### config.mk
export PLATFORM = sky130hd
export DESIGN_NAME = pc_gen_flat
export DESIGN_NICKNAME = d
export VERILOG_FILES = /design/src/rtl/pc_gen_if.sv /design/src/rtl/pc_gen.sv /design/src/flat_wrapper.sv
export SDC_FILE = /design/constraint.sdc
export NUM_CORES = 1
export LEC_CHECK = 0
export ABC_AREA = 1
export CAP_MARGIN = 20
export CORE_AREA = 3 3 82 84
export CTS_CLUSTER_DIAMETER = 30
export DETAILED_ROUTE_END_ITERATION = 16
export DIE_AREA = 0 0 85 87
export PLACE_DENSITY = 0.84
export SYNTH_ARGS = -nofsm -noshare
export SYNTH_HDL_FRONTEND = slang
export SYNTH_SLANG_ARGS = --single-unit
### constraint.sdc
create_clock -name clk -period 5.1 [get_ports clk]
set_clock_uncertainty 0.2 [all_clocks]
set_input_delay 1.02 -clock clk [delete_from_list [all_inputs] [get_ports clk]]
set_output_delay 1.02 -clock clk [all_outputs]
set_load 0.02 [all_outputs]
### src/rtl/pc_gen_if.sv
// Fetch-side handshake and redirect bundle for pc_gen.
// master = PC generator, slave = fetch/memory plus later stages.
interface pc_gen_if #(
   parameter int ADDR_W = 32
) ();
   logic              stall;
   logic              if_ready;
   logic              halt;
   logic              br_valid;
   logic [ADDR_W-1:0] br_target;
   logic              trap_valid;
   logic [ADDR_W-1:0] trap_target;
   logic [ADDR_W-1:0] pc;
   logic              ce;
   logic              flush;
   logic              misalign;

   modport master (
      input  stall, if_ready, halt,
      input  br_valid, br_target,
      input  trap_valid, trap_target,
      output pc, ce, flush, misalign
   );

   modport slave (
      output stall, if_ready, halt,
      output br_valid, br_target,
      output trap_valid, trap_target,
      input  pc, ce, flush, misalign
   );
endinterface

### src/rtl/pc_gen.sv
// Program-counter generator for instruction fetch: sequential step,
// stall/back-pressure hold, branch/trap redirect, halt/resume.
module pc_gen #(
   parameter int                  ADDR_W       = 32,
   parameter logic [ADDR_W-1:0]   RESET_VECTOR = '0,
   parameter int                  INST_BYTES   = 4
) (
   input  logic     clk,
   input  logic     rst,
   pc_gen_if.master bus
);

   typedef enum logic [1:0] {IDLE, RUN, HALT} state_t;

   localparam logic [ADDR_W-1:0] MASK = ADDR_W'(INST_BYTES - 1);
   localparam logic [ADDR_W-1:0] STEP = ADDR_W'(INST_BYTES);

   state_t            state;
   logic [ADDR_W-1:0] pc_q;
   logic              ce_q;
   logic              flush_q;
   logic              mis_q;

   logic [ADDR_W-1:0] pc_nxt;
   logic              fl_nxt;
   logic              mis_nxt;
   logic              br_bad;

   assign br_bad = |(bus.br_target & MASK);

   // Traps bypass the alignment check; a bad branch only raises misalign.
   always_comb begin
      pc_nxt  = pc_q;
      fl_nxt  = 1'b0;
      mis_nxt = 1'b0;
      if (bus.trap_valid) begin
         pc_nxt = bus.trap_target;
         fl_nxt = 1'b1;
      end else if (bus.br_valid && !br_bad) begin
         pc_nxt = bus.br_target;
         fl_nxt = 1'b1;
      end else if (bus.br_valid) begin
         mis_nxt = 1'b1;
      end else if (state == RUN && !bus.stall
                   && ce_q && bus.if_ready) begin
         pc_nxt = pc_q + STEP;
      end
   end

   always_ff @(posedge clk or posedge rst) begin
      if (rst) begin
         state   <= IDLE;
         pc_q    <= RESET_VECTOR;
         ce_q    <= 1'b0;
         flush_q <= 1'b0;
         mis_q   <= 1'b0;
      end else begin
         flush_q <= 1'b0;
         mis_q   <= 1'b0;
         unique case (state)
            IDLE: begin
               state <= bus.halt ? HALT : RUN;
               ce_q  <= !bus.halt;
            end
            RUN, HALT: begin
               pc_q    <= pc_nxt;
               flush_q <= fl_nxt;
               mis_q   <= mis_nxt;
               state   <= bus.halt ? HALT : RUN;
               ce_q    <= !bus.halt;
            end
            default: begin
               state <= IDLE;
               ce_q  <= 1'b0;
            end
         endcase
      end
   end

   assign bus.pc       = pc_q;
   assign bus.ce       = ce_q;
   assign bus.flush    = flush_q;
   assign bus.misalign = mis_q;

endmodule

### src/flat_wrapper.sv
// flat-port wrapper written by rule: the top's interface ports become plain ports
module pc_gen_flat 
#(
   parameter int                  ADDR_W       = 32,
   parameter logic [ADDR_W-1:0]   RESET_VECTOR = '0,
   parameter int                  INST_BYTES   = 4
)
  (clk, rst, bus_stall, bus_if_ready, bus_halt, bus_br_valid, bus_br_target, bus_trap_valid, bus_trap_target, bus_pc, bus_ce, bus_flush, bus_misalign);
  pc_gen_if #(.ADDR_W(ADDR_W)) bus_i ();
  input  logic clk;
  input  logic rst;
  input wire logic [$bits(bus_i.stall)-1:0] bus_stall;
  input wire logic [$bits(bus_i.if_ready)-1:0] bus_if_ready;
  input wire logic [$bits(bus_i.halt)-1:0] bus_halt;
  input wire logic [$bits(bus_i.br_valid)-1:0] bus_br_valid;
  input wire logic [$bits(bus_i.br_target)-1:0] bus_br_target;
  input wire logic [$bits(bus_i.trap_valid)-1:0] bus_trap_valid;
  input wire logic [$bits(bus_i.trap_target)-1:0] bus_trap_target;
  output wire logic [$bits(bus_i.pc)-1:0] bus_pc;
  output wire logic [$bits(bus_i.ce)-1:0] bus_ce;
  output wire logic [$bits(bus_i.flush)-1:0] bus_flush;
  output wire logic [$bits(bus_i.misalign)-1:0] bus_misalign;
  assign bus_i.stall = bus_stall;
  assign bus_i.if_ready = bus_if_ready;
  assign bus_i.halt = bus_halt;
  assign bus_i.br_valid = bus_br_valid;
  assign bus_i.br_target = bus_br_target;
  assign bus_i.trap_valid = bus_trap_valid;
  assign bus_i.trap_target = bus_trap_target;
  assign bus_pc = bus_i.pc;
  assign bus_ce = bus_i.ce;
  assign bus_flush = bus_i.flush;
  assign bus_misalign = bus_i.misalign;
  pc_gen #(.ADDR_W(ADDR_W), .RESET_VECTOR(RESET_VECTOR), .INST_BYTES(INST_BYTES)) u_core (.clk(clk), .rst(rst), .bus(bus_i));
endmodule
# Word-level counts from Yosys, hierarchy flattened
# Index checks and enable logic that the tools add are counted.
[classes] addsub=1 n_mul=0 div=0 order_cmp=0 n_eq_ne=3 n_shift=0 n_mux=14 n_bitwise=0 reduce_logical=13
[op_table] op="$mux 32" n=4
[op_table] op="$add 32x3->32 const B" n=1
[op_table] op="$mux 1" n=8
[op_table] op="$logic_and 1x1->1" n=4
[op_table] op="$mux 2" n=2
[op_table] op="$reduce_or 2->1" n=2
[op_table] op="$logic_not 1->1" n=3
[op_table] op="$ne 3x1->1 const B" n=1
[op_table] op="$reduce_and 3->1" n=1
[op_table] op="$reduce_bool 3->1" n=1
[op_table] op="$reduce_or 3->1" n=1
[op_table] op="$eq 2x1->1 const B" n=1
[op_table] op="$eq 2x2->1 const B" n=1
[op_table] op="$logic_not 2->1" n=1
[totals] reg_bits=37 latch_bits=0 ramBits=0 romBits=0 elab_cells=36 n_memories=0

# Logic depth before layout (Yosys ltp)
# Gate-level depths: netlist of the first run.
[logic_depth] word_depth=8 depth_mapped=11 depth_no_buf=11

# Least setup slack after synthesis of the first run
# OpenSTA, ideal clock, no wires.
[synth_path] path_kind="input -> register" startpoint="input port bus_trap_valid" endpoint="register u_core.pc_q[26] (netlist: u_core.bus.pc[26])" arrival_time_ns=1.904 path_slack_ns=2.879 cell_stages=10 path_buffers=2 path_cell_list="buf_4 inv_4 nand2_2 nand2_2 nand2_4 inv_2 buf_2 nor2_1 nand2_1 nand2_1"
[synth_via] elab_chain_len=2 elab_cells_between_ends=4
[synth_rtl] element="start: declaration" line="flat_wrapper.sv:17" rtl="input wire logic [$bits(bus_i.trap_valid)-1:0] bus_trap_valid;"
[synth_rtl] element="$ne 3x1->1 (no line) / $reduce_bool 3->1 (equally long branches)"
[synth_rtl] element="$reduce_and 3->1 (no line)"
[synth_rtl] element="end signal: assignment" line="pc_gen.sv:66" rtl="pc_q <= pc_nxt;"
[synth_rtl] element="end: declaration" line="pc_gen.sv:19" rtl="logic [ADDR_W-1:0] pc_q;"
# Parallel ways exist; a longest one is shown, timed or not.
# A chain may end at the register's enable or synchronous reset.

# Worst setup path after layout of the first run
[layout_path] startpoint="input port bus_trap_valid" endpoint="register u_core.pc_q[6] (netlist: u_core.bus.pc[6])"
# The elaborated chain is that of the path after synthesis.

==> out/summary.txt, run 1 <==
Run status: finished clean
Area delta synth->final: 40.1%
Req. time, crit path: 5080 ps
Max-slew headroom at the worst pin: 45.5%
Number of primary I/O pins: 106
Period utilisation layout: 77.1%
Number of antenna violations at the first check in global routing: 0
IR Drop Worst-Case VDD: 0.208 mV
Fraction of power consumed by combinational cells: 47.2%
Min Tclk post-route: 3930 ps
Die height: 87 um
First drt pass iteration count: 7
Power per cell area: 324 mW/mm2
Data arrival time at the worst-slack endpoint: 3910 ps
Element type at the critical path end: flip-flop
Share of total power in sequential cells: 36.4%
Flops & latches, synth: 36
Area of the core region: 0.00599 mm2
Non-filler instance count after layout: 667
Gr ovfl total: 0
Max-cap violations: 0
Final antenna diode count: 0
Effective utilization at floorplan: 48.6%
Std cell rows: 28
Most common library cell in the layout ignoring fill and taps: nand2_1
FF/Latch Area: 901 um2
Cell Count Post-Placement: 659
RR Startpoint: u_core.state[0]$_DFF_PP0_
Avg WL per Cell: 13.2 um
Sequential element share of the synthesized area: 30.9%
Number of hold-repair buffers added at the cts stage: 0
Die boundary width: 85 um
Critical Path Start: bus_trap_valid
All-Layer GR Usage: 24.5%
Insertion delay to the later sink of the worst-skew pair: 300 ps
Pins Over Slew Limit: 0
RSZ-0062 raised after global routing: false
Via total after detailed routing: 3426
Initial drt markers: 192
Yosys warns: 0
Switching Fraction: 43.3%
Count of unresolved DRC violations after routing: 0
Number of nets in the layout: 665
Number of buffers created by CTS: 5
Largest net degree at the start of global routing: 52
Antenna viol nets, final: 0
Power spent charging and discharging nets: 573 uW
Leading area contributor after synthesis: dfrtp_1
Critical path class: in -> reg
Hold Crit Class: reg -> reg
Gate count after technology mapping: 494
Transition time of the tightest slew-check pin: 817 ps
Placed wire-length estimate: 6.50 mm
CTS H-tree depth: 2
Number of distinct standard cells referenced by the synthesized netlist: 29
Die Area: 0.00740 mm2
Clock Pin Slew Worst Setup and Hold Paths: 80 ps
Post-synthesis cell area: 0.00291 mm2
Number of setup violations in the final report: 0
Maximum frequency from static timing analysis: 254 MHz
Post-CTS sizing: 0
Filler instances: 533
Multi-input gate area: 0.00179 mm2
Setup_tns: 0 ps
Fraction of layout cells with a size suffix above 1: 5.07%
Share of the synthesized area in the top cell type: 30.9%
I/O Buffers: 105
Portion of total power attributed to the clock network: 16.4%
Final Util: 68.1%
Top cells by area in the synthesized netlist: dfrtp_1 (31%), nand2_1 (26%), nor2_1 (12%)
Setup Fix Bufs, Post-CTS: 0
Number of global-route vias before repair: 3219
Nature of the critical path startpoint: primary input
Average vias per placed instance: 5.14
TritonCTS Sinks: 36
Crit Path Max Fanout: 51
Leakage dissipation: 0.00190 uW
Net count after synthesis: 568
Global-route wire length before repair: 14.8 mm
Root Buffer Master: clkbuf_8
Internal: 750 uW
Commonest cells after routing, fill and taps aside: nand2_1 (199), clkdlybuf4s50_1 (105), nor2_1 (93)
Mean post-synth cell area: 5.89 um2
Final hold viol count: 0
Hold path startpoint: u_core.bus.pc[1]$_DFFE_PP0P_
Placer Congestion: 0.889
Clock tree from TritonCTS: done
Total detailed-routing wirelength: 8.83 mm
Buffer levels on the longest clock path: 2
cell families after synthesis:
| family | share of synthesized area [%] |
|---|---|
| xor+xnor | 1.50 |
| flops | 30.9 |
| fa+ha+maj | 1.29 |
| buf+inv | 7.74 |
| compound gates | 7.00 |
| simple gates | 51.5 |
stage by stage:
stage / area [um2] / power, uW / worst slack [ps] / hold slack, ps
2_1_floorplan: 2910 / 821 / 2880 / 355
4_1_cts: 4080 / 1330 / 1190 / 286
3_3_place_gp: 3990 / 1100 / 1020 / 260
3_5_place_dp: 3990 / 1110 / 880 / 267
5_1_grt: 4080 / 1430 / 909 / 321
6_report: 4080 / 1320 / 1170 / 281
worst paths after layout:
kind                                                 endpoint  slack, ps  cells after the start
worst max-delay path             u_core.bus.pc[6]$_DFFE_PP0P_       1170                      9
worst min-delay path             u_core.bus.pc[1]$_DFFE_PP0P_        280                      2
worst max register to register   u_core.bus.pc[6]$_DFFE_PP0P_       2800                      8
worst min register to register   u_core.bus.pc[1]$_DFFE_PP0P_        280                      2
max in group asynchronous       u_core.bus.pc[14]$_DFFE_PP0P_       3440                      3
min in group asynchronous           u_core.state[1]$_DFF_PP0_        930                      3
area by class of cell:
class | count | area share (%)
multi-input combinational | 403 | 43.8
timing repair buffer | 106 | 25.9
sequential | 36 | 22.1
inverter | 39 | 3.65
tap | 75 | 2.30
clock buffer | 5 | 1.69
clock inverter | 3 | 0.583
cell usage after synthesis:
library cell and n:
a21oi_1 2, a31oi_1 2, and2_1 2, buf_2 7, buf_4 2, clkbuf_1 7
clkinv_1 1, dfrtp_1 36, ha_1 3, inv_1 36, inv_2 1, inv_4 1
nand2_1 199, nand2_2 5, nand2_4 2, nand3_1 44, nand4_1 1, nor2_1 93
nor2_2 5, nor2_4 6, o211ai_1 4, o21ai_0 19, o21ai_1 4, o21bai_1 4
o22ai_1 1, or2_1 1, or2_2 1, xnor2_1 4, xor2_1 1
worst max-delay path, cell delays in order:
cell and delay (ps):
clkdlybuf4s50_1 790, inv_4 570, nand2_2 280, nand2_2 210
nand2_4 120, inv_2 610, nor2_1 90, o21ai_0 100
o21ai_0 110
power by group through the flow:
| stage | Combinational, uW | Clock [uW] | Sequential, uW |
|---|---|---|---|
| after floorplan | 273 | 0 | 548 |
| after global placement | 612 | 0 | 484 |
| after detailed placement | 623 | 0 | 486 |
| after CTS | 626 | 223 | 481 |
| after global routing | 692 | 236 | 498 |
| final | 624 | 217 | 482 |
routing by layer:
| layer | GRT usage, % | routed length, um | part of all wire [%] | up-vias |
|---|---|---|---|---|
| li1 | - | - | - | 1726 |
| met1 | 31.4 | 3770 | 43 | 1553 |
| met2 | 42.0 | 4350 | 49 | 134 |
| met3 | 5.01 | 614 | 7.0 | 13 |
| met4 | 6.47 | 87 | 0.99 | 0 |
| met5 | 0 | 0 | 0 | - |
registers in the layout, indices dropped and copies added (netlist names):
name and flops:
u_core.bus.flush 1, u_core.bus.misalign 1, u_core.bus.pc 32, u_core.state 2
Power figures use the tool's default switching activity.
==> inputs of run 2 (changes only) <==
--- a/config.mk
+++ b/config.mk
@@ -7,11 +7,11 @@
 export LEC_CHECK = 0
 export ABC_AREA = 1
 export CAP_MARGIN = 20
-export CORE_AREA = 3 3 82 84
+export CORE_AREA = 3 3 89 91
 export CTS_CLUSTER_DIAMETER = 30
 export DETAILED_ROUTE_END_ITERATION = 16
-export DIE_AREA = 0 0 85 87
-export PLACE_DENSITY = 0.84
+export DIE_AREA = 0 0 92 94
+export PLACE_DENSITY = 0.76
 export SYNTH_ARGS = -nofsm -noshare
 export SYNTH_HDL_FRONTEND = slang
 export SYNTH_SLANG_ARGS = --single-unit
==> constraint.sdc (replaced) <==
create_clock -name clk -period 3.28 [get_ports clk]
set_clock_uncertainty 0.2 [all_clocks]
set_input_delay 0.656 -clock clk [delete_from_list [all_inputs] [get_ports clk]]
set_output_delay 0.656 -clock clk [all_outputs]
set_load 0.02 [all_outputs]
==> run 2 against run 1 <==
Net effect:
- sequential share of layout area down 0.50 points
- cell area is 2.3% higher
- clock power rose by 59%
- setup slack worse by 300 ps
- sequential power rose by 56%
- die area increased by 17%
- via count shrank 1.8%
- total power is 58% higher
- flip-flop and latch count did not move
- combinational power is 58% higher
- cell count increased by 4.6%
==> out/summary.txt, run 2 (same netlist as run 1, synthesis figures left out) <==
Max-cap violations: 0 (unchanged)
Placed wire-length estimate: 7.23 mm (+11%)
Antenna viol nets, final: 0 (unchanged)
IR Drop Worst-Case VDD: 0.277 mV (+33%)
Leakage dissipation: 0.00195 uW (+2.6%)
Die Area: 0.00865 mm2 (+17%)
Commonest cells after routing, fill and taps aside: nand2_1 (199), clkdlybuf4s50_1 (105), nor2_1 (93)
Area delta synth->final: 43.4%
Final hold viol count: 0 (unchanged)
Max FFs per register: 32 (unchanged)
Final antenna diode count: 0 (unchanged)
Nature of the critical path startpoint: primary input
Global-route wire length before repair: 15.7 mm (+6.1%)
Max stage delay on crit path: 470 ps (-320 ps)
Crit Path Max Fanout: 18 (-65%)
Die height: 94 um (+8.0%)
Power per cell area: 500 mW/mm2 (+54%)
Placer Congestion: 0.923 (+3.9%)
Number of buffers created by CTS: 5 (unchanged)
Transition time of the tightest slew-check pin: 490 ps (-327 ps)
Crit-path slowest cell: clkdlybuf4s50_1
Number of primary I/O pins: 106 (unchanged)
Most common library cell in the layout ignoring fill and taps: nand2_1
RSZ-0062 raised after global routing: false
Fraction of layout cells with a size suffix above 1: 6.18% (+1.1 points)
Data arrival time at the worst-slack endpoint: 2400 ps (-1510 ps)
First drt pass iteration count: 6 (-1)
Area of the core region: 0.00721 mm2 (+20%)
Hold Crit Class: reg -> reg
Effective utilization at floorplan: 40.4% (-8.2 points)
Largest net degree at the start of global routing: 46 (-12%)
Clock Pin Slew Worst Setup and Hold Paths: 80 ps (about the same)
Post-CTS sizing: 0 (unchanged)
Setup Fix Bufs, Post-CTS: 0 (unchanged)
Insertion delay to the later sink of the worst-skew pair: 300 ps (about the same)
Std cell rows: 31 (+11%)
Root Buffer Master: clkbuf_8
Period utilisation layout: 73.5%
Total power: 2090 uW (+58%)
All-Layer GR Usage: 22.3% (-2.2 points)
Cell Count Post-Placement: 690 (+4.7%)
Count of unresolved DRC violations after routing: 0 (unchanged)
Non-filler instance count after layout: 698 (+4.6%)
Most used cell, CP: nand2_2
Number of nets in the layout: 672 (+1.1%)
Number of setup violations in the final report: 0 (unchanged)
Number of global-route vias before repair: 3329 (+3.4%)
Element type at the critical path end: flip-flop
Pins Over Slew Limit: 0 (unchanged)
Max-slew headroom at the worst pin: 67.3% (+22 points)
Avg WL per Cell: 13.5 um (+1.9%)
Setup_tns: 0 ps (unchanged)
CTS H-tree depth: 2 (unchanged)
Clock tree from TritonCTS: done
Gr ovfl total: 0 (unchanged)
Number of antenna violations at the first check in global routing: 0 (unchanged)
Req. time, crit path: 3270 ps (-1810 ps)
Min Tclk post-route: 2410 ps
Die boundary width: 92 um (+8.2%)
Run status: finished clean
I/O Buffers: 105 (unchanged)
Average vias per placed instance: 4.82 (-6.2%)
Initial drt markers: 132 (-31%)
TritonCTS Sinks: 36 (unchanged)
Critical path class: in -> reg
Total detailed-routing wirelength: 9.41 mm (+6.7%)
Via total after detailed routing: 3363 (-1.8%)
Buffer levels on the longest clock path: 2 (unchanged)
Maximum frequency from static timing analysis: 415 MHz
Number of hold-repair buffers added at the cts stage: 0 (unchanged)
CP cell instances: clkdlybuf4s50_1, nor2_2, nand2_2, nand2_2, nand2_2, nand2_4, inv_2, buf_4, nor2_1, o21ai_1, nand2_1
-- run 2: cell types whose count changed in the layout (fill, tap and decap cells not counted), sizes merged --
| cell | previous run | this run |
|---|---|---|
| buf | 1 | 8 |
| clkbuf | 5 | 6 |
| clkinv | 2 | 3 |
| clkinvlp | 2 | 0 |
-- run 2: critical path, delay by kind of cell --
family | cells | cell delay (ps)
buf+inv | 3 | 890
compound gates | 1 | 80
simple gates | 7 | 790
-- run 2: metrics by stage --
stage          area, um2  hold WS (ps)  utilization [%]  setup WS [ps]
2_1_floorplan       2910           355                -           1410
3_3_place_gp        4080           284             56.6            639
3_5_place_dp        4080           276             56.6            556
4_1_cts             4180           303             57.9            869
5_1_grt             4180           324             57.9            740
6_report            4180           298             57.9            869
-- run 2: final timing paths --
path / start / to / slack (ps) / cells after the start
min reg2reg: u_core.bus.pc[0]$_DFFE_PP0P_ / u_core.bus.pc[0]$_DFFE_PP0P_ / 300 / 2
max in group asynchronous: rst / u_core.bus.pc[21]$_DFFE_PP0P_ / 1960 / 3
max: bus_br_target[0] / u_core.bus.pc[12]$_DFFE_PP0P_ / 870 / 11
min: u_core.bus.pc[0]$_DFFE_PP0P_ / u_core.bus.pc[0]$_DFFE_PP0P_ / 300 / 2
min in group asynchronous: rst / u_core.bus.misalign$_DFF_PP0_ / 570 / 3
max reg2reg: u_core.state[0]$_DFF_PP0_ / u_core.bus.pc[16]$_DFFE_PP0P_ / 1260 / 9
-- run 2: layer usage --
layer / track usage, % / wire length [um] / up-vias
li1: - / - / 1737
met1: 27.2 / 4050 / 1498
met2: 40.4 / 4640 / 114
met3: 5.29 / 638 / 14
met4: 3.96 / 88 / 0
met5: 0 / 0 / -
-- run 2: final cells by class --
type / count / area (um2)
fillers: 736 / 3040
well taps: 99 / 124
clock inverters: 2 / 10.0
clock buffers: 6 / 82.6
inverters: 39 / 149
repair buffers: 113 / 1120
multi-input cells: 403 / 1790
flip-flops and latches: 36 / 901
-- run 2: power by group --
| part | internal [uW] | switching, uW | leakage (uW) |
|---|---|---|---|
| Clock | 168 | 178 | 0.0000510 |
| Sequential | 562 | 193 | 0.000445 |
| Combinational | 466 | 521 | 0.00145 |
| Total | 1200 | 892 | 0.00195 |
